--- src/rtl/libnet_ack_sched.sv ---
// Shares the 512-bit sysnet TX stream between app packets and coalesced libnet ACK beats.
// Latency: app path is combinational once granted; each grant costs one IDLE cycle; ACK beat is registered.
// Backpressure: net_tready stalls the granted source; app_tready is low unless an app packet holds the grant.
module libnet_ack_sched #(
    parameter int unsigned ACK_THRESH  = 4,
    parameter int unsigned ACK_TIMEOUT = 1024,
    parameter int unsigned SEQ_LSB     = 344,
    parameter int unsigned ACK_FLAG    = 376,
    parameter logic [63:0] ACK_TKEEP   = 64'hFFFF_FFFF_FFFF_FFFF
) (
    input  logic         i_clk,
    input  logic         i_resetn,
    input  logic [31:0]  i_seq_expected,
    input  logic         i_seq_valid,
    input  logic [511:0] i_app_tdata,
    input  logic [63:0]  i_app_tkeep,
    input  logic [63:0]  i_app_tuser,
    input  logic         i_app_tvalid,
    input  logic         i_app_tlast,
    output logic         o_app_tready,
    output logic [511:0] o_net_tdata,
    output logic [63:0]  o_net_tkeep,
    output logic [63:0]  o_net_tuser,
    output logic         o_net_tvalid,
    output logic         o_net_tlast,
    input  logic         i_net_tready,
    output logic [31:0]  o_acks_sent
);

    localparam logic [7:0]  THRESH  = 8'(ACK_THRESH);
    localparam logic [15:0] TIMEOUT = 16'(ACK_TIMEOUT);

    typedef enum logic [1:0] {
        S_IDLE,
        S_APP,
        S_ACK
    } state_t;

    state_t       r_state;
    state_t       w_state_nxt;
    logic         w_enter_ack;

    logic         r_have_seq;
    logic [31:0]  r_last_seq;
    logic [31:0]  r_ack_seq;
    logic         r_pending;
    logic [7:0]   r_upd_cnt;
    logic [15:0]  r_timer;
    logic         r_last_grant_ack;
    logic [31:0]  r_acks_sent;

    logic         w_event;
    logic         w_ack_due;
    logic         w_app_xfer;
    logic         w_ack_accept;
    logic         w_still_pend;
    logic [511:0] w_ack_tdata;

    assign w_event      = i_seq_valid && (!r_have_seq || (i_seq_expected != r_last_seq));
    assign w_ack_due    = r_pending && ((r_upd_cnt >= THRESH) || (r_timer >= TIMEOUT));
    assign w_app_xfer   = (r_state == S_APP) && i_app_tvalid && i_net_tready;
    assign w_ack_accept = (r_state == S_ACK) && i_net_tready;
    // A seq that moved after the snapshot was not carried by this ACK, so it stays pending.
    assign w_still_pend = w_event || (r_last_seq != r_ack_seq);

    always_ff @(posedge i_clk or negedge i_resetn) begin
        if (!i_resetn) begin
            r_state <= S_IDLE;
        end else begin
            r_state <= w_state_nxt;
        end
    end

    always_comb begin
        w_state_nxt = r_state;
        w_enter_ack = 1'b0;
        case (r_state)
            S_IDLE: begin
                if (w_ack_due && (!i_app_tvalid || !r_last_grant_ack)) begin
                    w_state_nxt = S_ACK;
                    w_enter_ack = 1'b1;
                end else if (i_app_tvalid) begin
                    w_state_nxt = S_APP;
                end
            end
            S_APP: begin
                if (w_app_xfer && i_app_tlast) begin
                    w_state_nxt = S_IDLE;
                end
            end
            S_ACK: begin
                if (i_net_tready) begin
                    w_state_nxt = S_IDLE;
                end
            end
            default: w_state_nxt = S_IDLE;
        endcase
    end

    always_ff @(posedge i_clk or negedge i_resetn) begin
        if (!i_resetn) begin
            r_have_seq <= 1'b0;
            r_last_seq <= 32'd0;
        end else if (w_event) begin
            r_have_seq <= 1'b1;
            r_last_seq <= i_seq_expected;
        end
    end

    always_ff @(posedge i_clk or negedge i_resetn) begin
        if (!i_resetn) begin
            r_pending <= 1'b0;
            r_upd_cnt <= 8'd0;
            r_timer   <= 16'd0;
        end else if (w_ack_accept) begin
            r_pending <= w_still_pend;
            r_upd_cnt <= w_still_pend ? 8'd1 : 8'd0;
            r_timer   <= 16'd0;
        end else begin
            if (w_event) begin
                r_pending <= 1'b1;
                if (r_upd_cnt < THRESH) begin
                    r_upd_cnt <= r_upd_cnt + 8'd1;
                end
            end
            if (!r_pending) begin
                r_timer <= 16'd0;
            end else if (r_timer < TIMEOUT) begin
                r_timer <= r_timer + 16'd1;
            end
        end
    end

    always_ff @(posedge i_clk or negedge i_resetn) begin
        if (!i_resetn) begin
            r_ack_seq        <= 32'd0;
            r_last_grant_ack <= 1'b1;
            r_acks_sent      <= 32'd0;
        end else begin
            if (w_enter_ack) begin
                r_ack_seq <= r_last_seq;
            end
            if (w_app_xfer && i_app_tlast) begin
                r_last_grant_ack <= 1'b0;
            end else if (w_ack_accept) begin
                r_last_grant_ack <= 1'b1;
            end
            if (w_ack_accept) begin
                r_acks_sent <= r_acks_sent + 32'd1;
            end
        end
    end

    always_comb begin
        w_ack_tdata                   = '0;
        w_ack_tdata[SEQ_LSB +: 32]    = r_ack_seq;
        w_ack_tdata[ACK_FLAG]         = 1'b1;
    end

    always_comb begin
        o_net_tdata  = '0;
        o_net_tkeep  = '0;
        o_net_tuser  = '0;
        o_net_tvalid = 1'b0;
        o_net_tlast  = 1'b0;
        o_app_tready = 1'b0;
        case (r_state)
            S_APP: begin
                o_net_tdata  = i_app_tdata;
                o_net_tkeep  = i_app_tkeep;
                o_net_tuser  = i_app_tuser;
                o_net_tvalid = i_app_tvalid;
                o_net_tlast  = i_app_tlast;
                o_app_tready = i_net_tready;
            end
            S_ACK: begin
                o_net_tdata  = w_ack_tdata;
                o_net_tkeep  = ACK_TKEEP;
                o_net_tvalid = 1'b1;
                o_net_tlast  = 1'b1;
            end
            default: ;
        endcase
    end

    assign o_acks_sent = r_acks_sent;

endmodule

--- config.mk ---
export PLATFORM = sky130hd
export DESIGN_NAME = libnet_ack_sched
export DESIGN_NICKNAME = d
export VERILOG_FILES = /design/src/rtl/libnet_ack_sched.sv
export SDC_FILE = /design/constraint.sdc
export NUM_CORES = 1
export LEC_CHECK = 0
export BUFFER_PORTS_ARGS = -buffer_cell sky130_fd_sc_hd__buf_4
export CELL_PAD_IN_SITES_DETAIL_PLACEMENT = 0
export CELL_PAD_IN_SITES_GLOBAL_PLACEMENT = 1
export CORE_AREA = 2 2 532 534
export DETAILED_ROUTE_END_ITERATION = 8
export DIE_AREA = 0 0 534 536
export PLACE_DENSITY = 0.3
export SKIP_LAST_GASP = 1
export SLEW_MARGIN = 30
export SYNTH_ARGS = -nofsm -noshare
export SYNTH_HDL_FRONTEND = slang
export SYNTH_SLANG_ARGS = --single-unit
--- constraint.sdc ---
create_clock -name i_clk -period 2.5 [get_ports i_clk]
set_clock_uncertainty 0.15 [all_clocks]
set_input_delay 0.75 -clock i_clk [delete_from_list [all_inputs] [get_ports i_clk]]
set_output_delay 0.75 -clock i_clk [all_outputs]
set_load 0.05 [all_outputs]
==> run metrics <==
FF-to-FF Start r_last_seq[16]$_DFFE_PN0P_; first-pass GRT wire length 279,000 um; Slew Limit Fails 0; Synth area leaders and2_1, dfrtp_1, mux2_2; PD cells 1210 nW/um^2; unrepaired setup endpoints after global routing true; clk slew on worst S/H paths 0.07 ns; die area 286,000 sq um; setup TNS -314.44 ns; pin slew with the least headroom to its limit 0.585 ns; crit path max fanout 9; clock buffer count from CTS 17; final setup fails 685; Cell Area, Synth 10,800 sq um; post-synthesis xor/xnor area fraction 0.0834; post-synthesis adder-cell area fraction 0.00925; WP data required 1.60 ns; GRT overflow 0; GPL Wtd Cong 0.957; most common cell in the synthesized netlist and2_1; Compound-Gate Fraction of Synth Area 0.0651; Synth Net Count 2,009; Rel. slew slack 0.609; CP startpoint r_state[1]$_DFFE_PN0P_; Max IR drop VDD 569 uV; share of cells above drive strength 1 0.843; WS Path Type reg2out; largest net degree at the start of global routing 60; Remaining DRCs 0; synth warn 0; sequential cell area fraction in the yosys report 0.289; Routed WL 242,000 um; max-cap check violation count 0; violated checks setup timing; Hold Violations, Final 0; simple-gate share of the synthesized area 0.441; clk_lat worst skew 0.48 ns; share of the synthesized area in the top cell type 0.319; ys async rst share 1.00; DRT Pass-1 Iters 4; Area growth, synth to finish 205%; Initial Utilization 0.0385; Post-synth EDFFs 0; CTS H-tree depth 4; GR Util All Layers 0.161; non-filler instance count after layout 6,655; Fillers 32,300; ys flop type dfrtp_1; synthesis-stage register bit count 125; core area 281,000 sq um; arrival time at the worst endpoint 2.22 ns; vias per cell 2.56; startpoint types flop; Critical Path End Type output port; Inst Count DP 6,500; area taken by multi-input logic gates 9190 sq um; Nets 3,518; I/O pin cnt 1,353; Leak Pwr 14.7 nW; post-synthesis mux area share 0.0684; Pwr Total 40.0 mW; Setup WS post-layout -0.622 ns; Routed Antenna Nets 0; Final Cycle Share 1.25; DR vias 17,100; Die Y 536 um; DR iter-0 viols 705; Die Width 534 um; I/O Buffers 1,352; top cells by count, synth and2_1, dfrtp_1, nor2b_1; number of global-route vias before repair 17,600; largest family of logic cells by synthesized area simple AND/OR/NAND/NOR gates; register area 3130 sq um; DR WL/cell 36.3 um; num rows 195; status complete, but fails checks; top cell type by total area after synthesis and2_1; antenna violations before repair 237; Hold Crit Class in2async; placed wire-length estimate 223,000 um; Root Buffer clkbuf_16; CTS tree built; fmax 320 MHz; synthesized instance count 1,323; Netlist cell types 42; post-layout min period 3.12 ns; CTS Sinks 125; clk buf depth 2; Syn Area/Cell 8.18 sq um
==> power by group <==
| group | leakage, nW | internal, mW | switching (mW) |
|---|---|---|---|
| Clock | 0.295 | 1.42 | 1.21 |
| Combinational | 12.9 | 13.2 | 21.1 |
| Sequential | 1.55 | 2.48 | 0.622 |
| Total | 14.7 | 17.1 | 22.9 |
==> logic make-up (layout without fill, tap and decap cells) <==
logic type | count (synthesis) | after routing
and+or+nand+nor | 783 | 783
DFF | 125 | 125
AOI/OAI and AO/OA | 119 | 119
buffers and inverters | 119 | 1641
xor gates and xnor gates | 103 | 103
muxes | 66 | 66
adders and majority gates | 8 | 8
other | 0 | 67
==> cell usage in the layout, fill, tap and decap left out, types with 29 or more instances in the layout <==
master and n:
a21oi_1 38, nor2_1 29, xnor2_1 55, and2_2 407
dfrtp_1 120, and2_4 133, buf_12 127, nor2b_4 99
a21oi_2 33, xor2_1 48, buf_6 101, diode_2 67
buf_4 1261, buf_8 73, mux2_2 36
==> worst max-delay path, cell delays in order (launching register included) <==
cell	delay, ns
dfrtp_1	0.40
inv_2	0.09
ha_4	0.18
buf_12	0.16
buf_12	0.15
clkbuf_16	0.16
and2_2	0.30
buf_4	0.27
==> metal layers <==
| metal | wire, um | vias to the layer above | share of wire | GRT usage |
|---|---|---|---|---|
| li1 | - | 7357 | - | - |
| met1 | 72600 | 7965 | 0.30 | 0.139 |
| met2 | 134000 | 1129 | 0.56 | 0.325 |
| met3 | 26600 | 471 | 0.11 | 0.0793 |
| met4 | 7240 | 148 | 0.030 | 0.0332 |
| met5 | 926 | - | 0.0038 | 0 |
==> worst paths after layout <==
kind / to / slack (ns) / depth (start not counted)
max in group asynchronous: r_last_grant_ack$_DFFE_PN1P_ / 1.51 / 2
setup / recovery: o_net_tuser[48] / -0.62 / 7
setup reg to reg: r_last_seq[5]$_DFFE_PN0P_ / -0.35 / 9
min in group i_clk: r_last_grant_ack$_DFFE_PN1P_ / 0.30 / 2
hold / removal: r_ack_seq[2]$_DFFE_PN0P_ / 0.07 / 1
hold reg to reg: r_have_seq$_DFFE_PN0P_ / 0.32 / 1
==> sequential cells by signal, indices dropped and copies added (netlist names) <==
name / flops
o_acks_sent: 32
r_ack_seq: 32
r_have_seq: 1
r_last_grant_ack: 1
r_last_seq: 32
r_pending: 1
r_state: 2
r_timer: 16
r_upd_cnt: 8
==> metrics by stage <==
step / util / worst slack [ns] / hold slack (ns) / cell area, sq um
after floorplan: - / -0.0569 / 0.275 / 12500
after global placement: 0.104 / -1.17 / 0.313 / 29200
after detailed placement: 0.104 / -1.12 / 0.304 / 29200
after CTS: 0.111 / -0.681 / 0.0459 / 31100
after global routing: 0.117 / -0.683 / 0.0592 / 33000
final: 0.117 / -0.622 / 0.0679 / 33000
==> final cells by class <==
cell class                 instances  share of cell area
inverter                          14             0.00159
sequential                       125              0.0950
clock buffer                      17              0.0129
tap                             3743               0.142
multi-input combinational       1079               0.279
antenna                           67             0.00508
clock inverter                    15             0.00524
timing repair buffer            1595               0.459
==> repair_timing <==
| item | in CTS | in global routing |
|---|---|---|
| buffers inserted | 23 | 12 |
| pin swaps | 13 | 17 |
| endpoints found under the setup margin | 692 | 726 |
| hold endpoints to repair | 0 | 0 |
| cloned | 12 | 12 |
| hold buffers | 0 | 0 |
| resized for setup | 196 | 371 |
(Power assumes the default switching activity.)
